**config.mk**
```make
export PLATFORM = sky130hd
export DESIGN_NAME = csa_stream_accumulator
export DESIGN_NICKNAME = d
export VERILOG_FILES = /design/src/rtl/csa_stream_accumulator.sv
export SDC_FILE = /design/constraint.sdc
export NUM_CORES = 1
export LEC_CHECK = 0
export ABC_AREA = 1
export CORE_MARGIN = 3
export CORE_UTILIZATION = 50
export DETAILED_ROUTE_END_ITERATION = 10
export GPL_TIMING_DRIVEN = 0
export HOLD_SLACK_MARGIN = 0.15
export PLACE_DENSITY = 0.73
export SLEW_MARGIN = 40
export SYNTH_ARGS = -nofsm -noshare
export SYNTH_HDL_FRONTEND = slang
export SYNTH_SLANG_ARGS = --single-unit
```
**constraint.sdc**
```tcl
create_clock -name clk -period 2.5 [get_ports clk]
set_clock_uncertainty 0.05 [all_clocks]
set_input_delay 0.75 -clock clk [delete_from_list [all_inputs] [get_ports clk]]
set_output_delay 0.75 -clock clk [all_outputs]
set_load 0.02 [all_outputs]
```
**src/rtl/csa_stream_accumulator.sv**
```systemverilog
// Carry-save multi-operand accumulator: one CSA row per beat, chunked ripple resolve at packet end.
// Latency: out_valid rises NCHUNK+1 edges after the in_last beat is accepted; optional beat count via CSA_STREAM_ACCUMULATOR_COUNT_EN.
// Backpressure: in_ready drops from the in_last beat until the result is taken; the result holds while out_ready=0.
module csa_stream_accumulator #(
    parameter int WIDTH     = 16,
    parameter int ACC_WIDTH = 24,
    parameter int CHUNK     = 8
`ifdef CSA_STREAM_ACCUMULATOR_COUNT_EN
    , parameter int COUNT_WIDTH = 16
`endif
) (
    input  logic                   clk,
    input  logic                   rst,
    input  logic                   in_valid,
    output logic                   in_ready,
    input  logic [WIDTH-1:0]       in_data,
    input  logic                   in_last,
    output logic                   out_valid,
    input  logic                   out_ready,
    output logic [ACC_WIDTH-1:0]   out_sum,
`ifdef CSA_STREAM_ACCUMULATOR_COUNT_EN
    output logic [COUNT_WIDTH-1:0] out_count,
`endif
    output logic                   out_overflow
);

    localparam int NCHUNK = ACC_WIDTH / CHUNK;
    localparam int KW     = (NCHUNK > 1) ? $clog2(NCHUNK) : 1;

    generate
        if (WIDTH < 1 || CHUNK < 1 || ACC_WIDTH < WIDTH || (ACC_WIDTH % CHUNK) != 0) begin : g_param_err
            $error("csa_stream_accumulator: illegal WIDTH/ACC_WIDTH/CHUNK combination");
        end
    endgenerate

    typedef enum logic [1:0] {ST_ACC, ST_RESOLVE, ST_DONE} state_t;

    state_t                 state_q, state_d;
    logic [ACC_WIDTH-1:0]   s_q, s_d, c_q, c_d;
    logic [ACC_WIDTH-1:0]   result_q, result_d;
    logic [ACC_WIDTH-1:0]   out_sum_q, out_sum_d;
    logic [KW-1:0]          k_q, k_d;
    logic                   cin_q, cin_d;
    logic                   ovf_q, ovf_d;
    logic                   out_ovf_q, out_ovf_d;
    logic                   in_ready_q, in_ready_d;
    logic                   out_valid_q, out_valid_d;
`ifdef CSA_STREAM_ACCUMULATOR_COUNT_EN
    logic [COUNT_WIDTH-1:0] count_q, count_d;
`endif

    logic [ACC_WIDTH-1:0]   operand;
    logic [ACC_WIDTH-1:0]   maj;
    logic [CHUNK:0]         chunk_sum;
    logic                   in_hs;
    logic                   out_hs;

    always_comb begin
        operand   = ACC_WIDTH'(in_data);
        maj       = (s_q & c_q) | (s_q & operand) | (c_q & operand);
        chunk_sum = {1'b0, s_q[k_q*CHUNK +: CHUNK]} + {1'b0, c_q[k_q*CHUNK +: CHUNK]}
                  + {{CHUNK{1'b0}}, cin_q};
        in_hs     = in_valid && in_ready_q;
        out_hs    = out_valid_q && out_ready;

        state_d   = state_q;
        s_d       = s_q;
        c_d       = c_q;
        result_d  = result_q;
        out_sum_d = out_sum_q;
        k_d       = k_q;
        cin_d     = cin_q;
        ovf_d     = ovf_q;
        out_ovf_d = out_ovf_q;
`ifdef CSA_STREAM_ACCUMULATOR_COUNT_EN
        count_d   = count_q;
`endif

        case (state_q)
            ST_ACC: begin
                if (in_hs) begin
                    s_d = s_q ^ c_q ^ operand;
                    c_d = maj << 1;
                    // A majority bit in the top column carries weight 2^ACC_WIDTH and is lost.
                    if (maj[ACC_WIDTH-1]) ovf_d = 1'b1;
`ifdef CSA_STREAM_ACCUMULATOR_COUNT_EN
                    if (count_q != '1) count_d = count_q + 1'b1;
`endif
                    if (in_last) begin
                        state_d = ST_RESOLVE;
                        k_d     = '0;
                        cin_d   = 1'b0;
                    end
                end
            end
            ST_RESOLVE: begin
                result_d[k_q*CHUNK +: CHUNK] = chunk_sum[CHUNK-1:0];
                cin_d = chunk_sum[CHUNK];
                k_d   = k_q + 1'b1;
                if (k_q == KW'(NCHUNK-1)) begin
                    state_d   = ST_DONE;
                    k_d       = '0;
                    ovf_d     = ovf_q | chunk_sum[CHUNK];
                    out_ovf_d = ovf_q | chunk_sum[CHUNK];
                    out_sum_d = result_d;
                end
            end
            ST_DONE: begin
                if (out_hs) begin
                    state_d = ST_ACC;
                    s_d     = '0;
                    c_d     = '0;
                    ovf_d   = 1'b0;
`ifdef CSA_STREAM_ACCUMULATOR_COUNT_EN
                    count_d = '0;
`endif
                end
            end
            default: state_d = ST_ACC;
        endcase

        in_ready_d  = (state_d == ST_ACC);
        out_valid_d = (state_q == ST_DONE) && !out_hs;
    end

    always_ff @(posedge clk) begin
        if (rst) begin
            state_q     <= ST_ACC;
            s_q         <= '0;
            c_q         <= '0;
            result_q    <= '0;
            out_sum_q   <= '0;
            k_q         <= '0;
            cin_q       <= 1'b0;
            ovf_q       <= 1'b0;
            out_ovf_q   <= 1'b0;
            in_ready_q  <= 1'b1;
            out_valid_q <= 1'b0;
`ifdef CSA_STREAM_ACCUMULATOR_COUNT_EN
            count_q     <= '0;
`endif
        end else begin
            state_q     <= state_d;
            s_q         <= s_d;
            c_q         <= c_d;
            result_q    <= result_d;
            out_sum_q   <= out_sum_d;
            k_q         <= k_d;
            cin_q       <= cin_d;
            ovf_q       <= ovf_d;
            out_ovf_q   <= out_ovf_d;
            in_ready_q  <= in_ready_d;
            out_valid_q <= out_valid_d;
`ifdef CSA_STREAM_ACCUMULATOR_COUNT_EN
            count_q     <= count_d;
`endif
        end
    end

    assign in_ready     = in_ready_q;
    assign out_valid    = out_valid_q;
    assign out_sum      = out_sum_q;
    assign out_overflow = out_ovf_q;
`ifdef CSA_STREAM_ACCUMULATOR_COUNT_EN
    assign out_count    = count_q;
`endif

endmodule

```
==> results of run 1 <==
## worst min path at each step
stage | startpoint | end | slack [ns] | cells past startpoint
finish | result_q[8]$_SDFFE_PP0P_ | result_q[8]$_SDFFE_PP0P_ | 0.42 | 2
global route | result_q[6]$_SDFFE_PP0P_ | result_q[6]$_SDFFE_PP0P_ | 0.44 | 2
CTS | result_q[1]$_SDFFE_PP0P_ | result_q[1]$_SDFFE_PP0P_ | 0.42 | 2
detailed placement | result_q[1]$_SDFFE_PP0P_ | result_q[1]$_SDFFE_PP0P_ | 0.41 | 2
global placement | result_q[12]$_SDFFE_PP0P_ | result_q[12]$_SDFFE_PP0P_ | 0.40 | 2
floorplan | ovf_q$_SDFFE_PP0P_ | ovf_q$_SDFFE_PP0P_ | 0.39 | 2
## cells in the final DEF, fill, tap and decap left out, types with 7 or more instances in the layout
| master | count |
|---|---|
| clkdlybuf4s50_1 | 46 |
| clkbuf_8 | 12 |
| nand4_1 | 8 |
| clkbuf_1 | 21 |
| a21oi_1 | 104 |
| o22ai_1 | 8 |
| fa_1 | 15 |
| nand2_2 | 10 |
| buf_6 | 7 |
| o21ai_0 | 26 |
| nand3_2 | 8 |
| nand2b_1 | 17 |
| nand3_1 | 72 |
| buf_4 | 11 |
| ha_1 | 17 |
| buf_2 | 12 |
| nand2_1 | 83 |
| inv_2 | 7 |
| inv_1 | 74 |
| o21ai_1 | 13 |
| nor2_1 | 21 |
| or2_1 | 31 |
| dfxtp_1 | 102 |
## critical path, stage by stage (launching register included)
cell and delay [ns]:
dfxtp_2 0.34, buf_8 0.14, inv_6 0.07, nor2_4 0.05, a22oi_2 0.21, fa_2 0.23
inv_2 0.05, fa_2 0.41, nand2_2 0.08, nand2_2 0.06, and2_4 0.16, xor2_4 0.25
nand3_2 0.14, nand3_2 0.10, nand2_1 0.05, inv_1 0.05
## power by group through the flow
stage                     combinational, uW  sequential [uW]  clock [uW]
after floorplan                         484             1790           0
after global placement                  693             1790           0
after detailed placement                709             1800           0
after CTS                               777             1760        1020
after global routing                    932             1770        1090
final                                   861             1760        1010
## state kept, by name, indices dropped and copies added (netlist names)
register      count
ovf_q             1
c_q              23
s_q              24
out_valid         1
state_q           2
result_q         24
in_ready          1
out_overflow      1
out_sum          24
k_q               2
cin_q             1
## final cells by class
| cell class | count | share of cell area |
|---|---|---|
| flip-flops and latches | 104 | 0.311 |
| inverters | 85 | 0.0487 |
| clock buffers | 14 | 0.0258 |
| repair buffers | 57 | 0.0822 |
| plain buffers | 43 | 0.0400 |
| multi-input cells | 483 | 0.467 |
| well taps | 136 | 0.0254 |
## metal layers
layer / up-vias / share of wire
li1: 2492 / -
met1: 2468 / 0.42
met2: 189 / 0.48
met3: 38 / 0.065
met4: 0 / 0.031
met5: - / 0
## cell families (layout without fill, tap and decap cells)
| kind of cell | after synthesis | after routing | synth area share |
|---|---|---|---|
| flops | 104 | 104 | 0.379 |
| compound gates | 181 | 181 | 0.176 |
| fa+ha+maj | 38 | 38 | 0.110 |
| simple gates | 261 | 261 | 0.229 |
| buf+inv | 129 | 199 | 0.100 |
| xor+xnor | 3 | 3 | 0.00615 |
## per-stage QoR
step | std cells | cell area, um^2 | power (uW) | setup WS [ns] | utilization
floorplan | 716 | 5490 | 2270 | 0.0968 | -
global placement | 898 | 6120 | 2490 | -0.378 | 0.583
detailed placement | 898 | 6120 | 2500 | -0.424 | 0.583
CTS | 918 | 6490 | 3560 | -0.00896 | 0.618
global route | 922 | 6700 | 3800 | -0.0947 | 0.638
finish | 922 | 6700 | 3640 | 0.0175 | 0.638
## what timing repair did
item	in CTS	in global routing
buffers inserted	6	5
endpoints found under the setup margin	43	35
pin swaps	12	15
resized for setup	46	48
==> results.md, run 1 <==
- The net load switching power is 1150 uW.
- During I/O placement, the number of pins put on the boundary was 48.
- The clock reaches the later pin of the worst-skew pair after 0.40 ns.
- The post-synthesis cell type with the largest combined area is dfxtp_1.
- At the pin with the least slew margin, the transition time is 0.638 ns.
- STA classifies the critical path endpoint as a flip-flop.
- The number of nets produced by synthesis is 775.
- Hold repair after CTS inserted 0 buffers.
- Counting flops and latches in the post-synthesis netlist gives 104.
- The met1 routing resource usage after global routing is 0.310.
- The detail route stage leaves a number of antenna-violating nets equal to 0.
- The leakage dissipation is 0.00258 uW.
- The clock power share is 0.279.
- After clock tree synthesis, the clock-pin slew on the worst setup and hold paths is 0.09 ns.
- The worst register-to-register path has a setup slack of 0.02 ns.
- The die is 111 um wide.
- The part of the power in combinational logic is 0.237.
- The HPWL after detailed placement is 10,900 um.
- The layout has 878 filler cells.
- The number of different library cells used by synthesis comes to 34.
- The run finished with clean final reports.
- The first global-routing pass estimated 25,000 um of wire.
- The count of buffers added on input and output ports is 46.
- The summed negative setup slack over all endpoints is 0 ns.
- Of the total power, registers draw 0.484.
- In this run the tightest slew margin relative to its limit is 0.575.
- Entering global routing, the biggest net connects 15 pins.
- The beginning of the critical path is k_q[1]$_SDFFE_PP0P_.
- The clock drives 104 sinks.
- In the finished design, the share of the clock period the worst path needs comes to 0.993.
- Summing all flip-flop and latch instances after layout gives 2090 um^2.
- The H-tree was split into 3 levels.
- The mean area per synthesized cell is 7.67 um^2.
- The worst setup path is launched from a flip-flop.
- The internal portion of the total power is 2480 uW.
- The area growth from synthesis to layout is 22.0%.
- The met3 global-route usage is 0.0519.
- VDD sags by at most 399 uV.
- The count of pins over their slew limit is 0.
- The number of enable flip-flop cells after synthesis is 0.
- The peak clock frequency supported by timing is 403 MHz.
- For this run, the total global-route usage over all layers was measured as 0.248.
- The tree is rooted in a clkbuf_8.
- The cell area after technology mapping is 5490 um^2.
- The tightest hold margin is 0.425 ns.
- After layout, the minimum clock period comes to 2.48 ns.
- The number of cells on the worst reg-to-reg path is 15.
- The share of the yosys chip area belonging to registers is 0.379.
- The total via count in the routed design is 5,187.
- The number of failing setup endpoints in the final timing report is 0.
- The region available for standard cell placement spans 10,500 um^2.
- The number of antenna violations at the first check in global routing is 0.
- The capturing element of the worst setup path is out_sum[20]$_SDFFE_PP0P_.
- Setup repair after global routing could not meet its margin everywhere.
- The worst register-to-register path begins at k_q[1]$_SDFFE_PP0P_.
- The area of the die is 12,300 um^2.
- The final weighted congestion of routability-driven global placement is 0.888.
- The initial detailed-routing violation count is 411.
- In this run the critical register-to-register path is captured at out_sum[20]$_SDFFE_PP0P_.
- The most used flip-flop cell after synthesis is dfxtp_1.
- The share of synthesized flip-flops with an asynchronous set or reset is 0.
- The number of endpoints with negative hold slack in the final report is 0.
- The fraction of power spent switching nets is 0.317.
- The global routing stage identified its most utilized layer as met2.
- The clock tree from TritonCTS is done.
- The number of antenna cells inserted is 0.
- The height of the chip is 111 um.
- In the final routed layout, each cell accounts on average for 16.7 um.
- Synthesis handed over a netlist of 716 instances.
- The critical path is of the reg2reg type.
- For this design the ratio of total power to cell area is 543 nW/um^2.
- The area of the multi-input gates is 3130 um^2.
- After detailed routing, the number of vias per cell comes to 5.63.
- The proportion of layout cells with a drive suffix above 1 is 0.142.
- Max-cap violations in this run came to 0.
- The number of cell rows is 37.
- At the end of the flow, the number of nets in the layout was 842.
- The most frequent cell after synthesis is a21oi_1.
- The type of the most critical hold path is reg2reg.
- The via count of the first global-routing pass was 5,191.
- The final layout contains routed wiring with a total length of 15,400 um.
- The starting utilization of the core area is 0.523.
- The total iterations of the first detailed-routing run is 6.
- The share of the synthesized area in the top cell type is 0.379.
- Yosys printed 0 warnings.
- The post-route DRC violation count is 0.
- The arrival time of data at the critical path endpoint is 2.78 ns.
- In this run the worst path has a maximum fanout of 5.
- The total grt overflow is 0.
- The data required time at the worst endpoint is 2.79 ns.
- Counting instances in the post-synthesis netlist gives the leading cell types as 110 x a21oi_1, 104 x dfxtp_1, 94 x nand2_1.
- TritonCTS created 9 clock buffers.
- The clock passes through at most 2 buffers.
- For this run, global-route usage on met2 was measured as 0.415.
- By area the synthesized netlist is led by dfxtp_1 38%, a21oi_1 10%, nand3_1 7.3%.
Power figures use the tool's default switching activity.
==> run 2, diff against run 1 <==
--- a/config.mk
+++ b/config.mk
@@ -12,7 +12,7 @@
 export GPL_TIMING_DRIVEN = 0
 export HOLD_SLACK_MARGIN = 0.15
 export PLACE_DENSITY = 0.73
-export SLEW_MARGIN = 40
+export SLEW_MARGIN = 20
 export SYNTH_ARGS = -nofsm -noshare
 export SYNTH_HDL_FRONTEND = slang
 export SYNTH_SLANG_ARGS = --single-unit
==> results of run 2 <==
The final DEF is identical to that of run 1; final timing and power are the same.
==> run 3, diff against run 2 <==
--- a/config.mk
+++ b/config.mk
@@ -12,6 +12,7 @@
 export GPL_TIMING_DRIVEN = 0
 export HOLD_SLACK_MARGIN = 0.15
 export PLACE_DENSITY = 0.73
+export SKIP_CTS_REPAIR_TIMING = 1
 export SLEW_MARGIN = 20
 export SYNTH_ARGS = -nofsm -noshare
 export SYNTH_HDL_FRONTEND = slang
==> results.md, run 3 (synthesis results as in run 1) <==
- The buffer type at the clock tree root is clkbuf_8.
- Measured against its own limit, the worst slew margin works out to 0.599.
- The post-route DRC violation count is 0.
- The tightest hold margin is 0.423 ns.
- The proportion of layout cells with a drive suffix above 1 is 0.138.
- Of the total power, the clock network draws 0.280.
- The startpoint identified for the worst hold timing path is result_q[1]$_SDFFE_PP0P_.
- Once routing completed, OpenROAD measured the worst setup slack at -0.0713 ns.
- The number of input and output port buffers inserted is 46.
- The worst setup slack for register-to-register paths is -0.07 ns.
- The run finished, with violations left.
- The number of cell rows is 37.
- The final wirelength is 15,500 um.
- Internal power comes to 2480 uW.
- The via count of the first global-routing pass is 5,082.
- The data required time at the worst endpoint is 2.80 ns.
- The first global-routing pass estimated 24,600 um of wire.
- The part of the power in combinational logic is 0.237.
- The cell with the largest stage delay on the worst path is fa_2.
- Measured in cells, the most critical reg-to-reg path has a length of 15.
- The beginning of the worst register-to-register path is k_q[0]$_SDFFE_PP0P_.
- Counting every sink on the clock net gives 104.
- The routed layout has 5,114 vias.
- The global router's overall resource usage is 0.243.
- The repair_antennas step left the layout with diodes totalling 0.
- The final instance area is 6690 um^2.
- The height of the chip is 111 um.
- The net load switching power is 1160 uW.
- The worst setup path category is reg2reg.
- Power spread over the standard cell area amounts to 544 nW/um^2.
- The total clock buffers created by CTS is 9.
- The number of buffers on the longest clock path is 2.
- The post-route minimum period is 2.57 ns.
- The type of the most critical hold path is reg2reg.
- The reg-to-reg critical path endpoint is out_sum[20]$_SDFFE_PP0P_.
- The share of total power dissipated in sequential elements is 0.484.
- The worst-case IR drop observed on VDD is 387 uV.
- The number of endpoints with negative hold slack in the final report was 0.
- The routed via count divided by cell count is 5.52.
- The most common cell after layout, fill and taps aside is a21oi_1.
- The top cell types in the final layout, fill and taps aside, are 104 x a21oi_1, 102 x dfxtp_1, 88 x nand2_1, 74 x inv_1, 73 x nand3_1.
- The sum of net half-perimeters after detailed placement is 10,900 um.
- The routed wirelength normalized by instance count is 16.7 um.
- The worst setup path is launched from a flip-flop.
- The residual antenna-violating net count after detailed routing is 0.
- In this design, the stage delay of the slowest critical-path cell is 0.39 ns.
- Setup repair after global routing could not meet its margin everywhere.
- STA classifies the critical path endpoint as a flip-flop.
- The total core area is 10,500 um^2.
- Compared with the post-synthesis result, the final layout area differs by 21.8%.
- For this configuration, the core starts out at a cell density of 0.523.
- The count of pins over their slew limit is 0.
- The clock transition at the registers of the reported paths is 0.10 ns.
- TritonCTS built the clock tree.
- The leakage dissipation is 0.00259 uW.
- The pre-antenna-repair detailed-routing pass consisted of 5 iterations.
- The final reports fail on negative setup slack.
- The clock latency at the later pin of the worst-skew pair is 0.40 ns.
- The critical path goes through buf_6 -> buf_8 -> o21ai_2 -> a22oi_2 -> fa_2 -> inv_2 -> fa_2 -> nand2_2 -> nand2_2 -> and2_4 -> xor2_4 -> nand3_2 -> nand3_2 -> nand2_1 -> inv_1.
- The total grt overflow is 0.
- The endpoint with the worst hold slack is result_q[1]$_SDFFE_PP0P_.
- The number of antenna violations at the first check in global routing is 0.
- The final weighted congestion of routability-driven global placement is 0.888.
- The number of nets in the final layout is 846.
- The arrival time of data at the critical path endpoint is 2.87 ns.
- The initial detailed-routing violation count is 479.
- The total number of H-tree levels is 3.
- The fraction of power spent switching nets is 0.318.
- The max-cap check violation count is 0.
- For this run, the top clock speed supported by timing is 389 MHz.
- The worst-path maximum fanout is 7.
- The number of failing setup endpoints in the final timing report is 7.
- From left edge to right edge, the die measures 111 um.
- Counting instances, the worst hold path has a depth of 2.
- The die covers 12,300 um^2.
- The portion of the clock cycle consumed by the worst path in the final layout is 1.03.
- After detailed placement, the total cell area comes to 6120 um^2.
- The number of I/O pins is 48.
- For the pin with the worst max-slew slack, the measured transition is 0.602 ns.
- The largest net degree at the start of global routing is 15.
==> run 3: metrics by stage <==
stage	instances	setup slack [ns]	power, uW	setup TNS (ns)	util
after floorplan	716	0.0968	2270	0	-
after global placement	898	-0.378	2490	-8.75	0.583
after detailed placement	898	-0.424	2500	-10.33	0.583
after CTS	912	-0.481	3490	-11.87	0.599
after global routing	926	-0.165	3790	-1.85	0.637
final	926	-0.0713	3640	-0.206	0.637
==> run 3: layout make-up <==
class,count,area [um^2]
Fill cell,877,3820
Timing Repair Buffer,60,589
Multi-Input combinational cell,483,3090
Sequential cell,104,2080
Inverter,85,327
Buffer,44,262
Tap cell,136,170
Clock buffer,14,173
==> run 3: worst max-delay path by stage <==
stage                        start                        end  slack, ns  depth (start not counted)
6_report       k_q[0]$_SDFFE_PP0P_   out_sum[20]$_SDFFE_PP0P_      -0.07                         15
3_3_place_gp   k_q[0]$_SDFFE_PP0P_  result_q[18]$_SDFFE_PP0P_      -0.38                         12
4_1_cts        k_q[1]$_SDFFE_PP0P_   out_sum[23]$_SDFFE_PP0P_      -0.48                         17
2_1_floorplan  k_q[0]$_SDFFE_PP0P_  result_q[20]$_SDFFE_PP0P_        0.1                         15
5_1_grt        k_q[0]$_SDFFE_PP0P_   out_sum[20]$_SDFFE_PP0P_      -0.17                         15
3_5_place_dp   k_q[1]$_SDFFE_PP0P_   out_sum[23]$_SDFFE_PP0P_      -0.42                         17
==> run 3: power groups by stage <==
stage	Sequential, uW	Clock (uW)	Combinational, uW
final	1760	1020	861
after detailed placement	1800	0	709
after floorplan	1790	0	484
after CTS	1760	1020	714
after global placement	1790	0	693
after global routing	1770	1090	932
==> run 3: layer usage <==
layer / routed length, um / GRT usage
met1: 6670 / 0.309
met2: 7500 / 0.408
met3: 921 / 0.0502
met4: 414 / 0.0895
met5: 0 / 0
==> run 3: worst max-delay path: cells and delay by family, from the launching register on <==
kind / cells / cell delay [ns]
xor+xnor: 1 / 0.27
simple gates: 6 / 0.60
compound gates: 2 / 0.24
buf+inv: 4 / 0.39
flops: 1 / 0.34
fa+ha+maj: 2 / 0.62
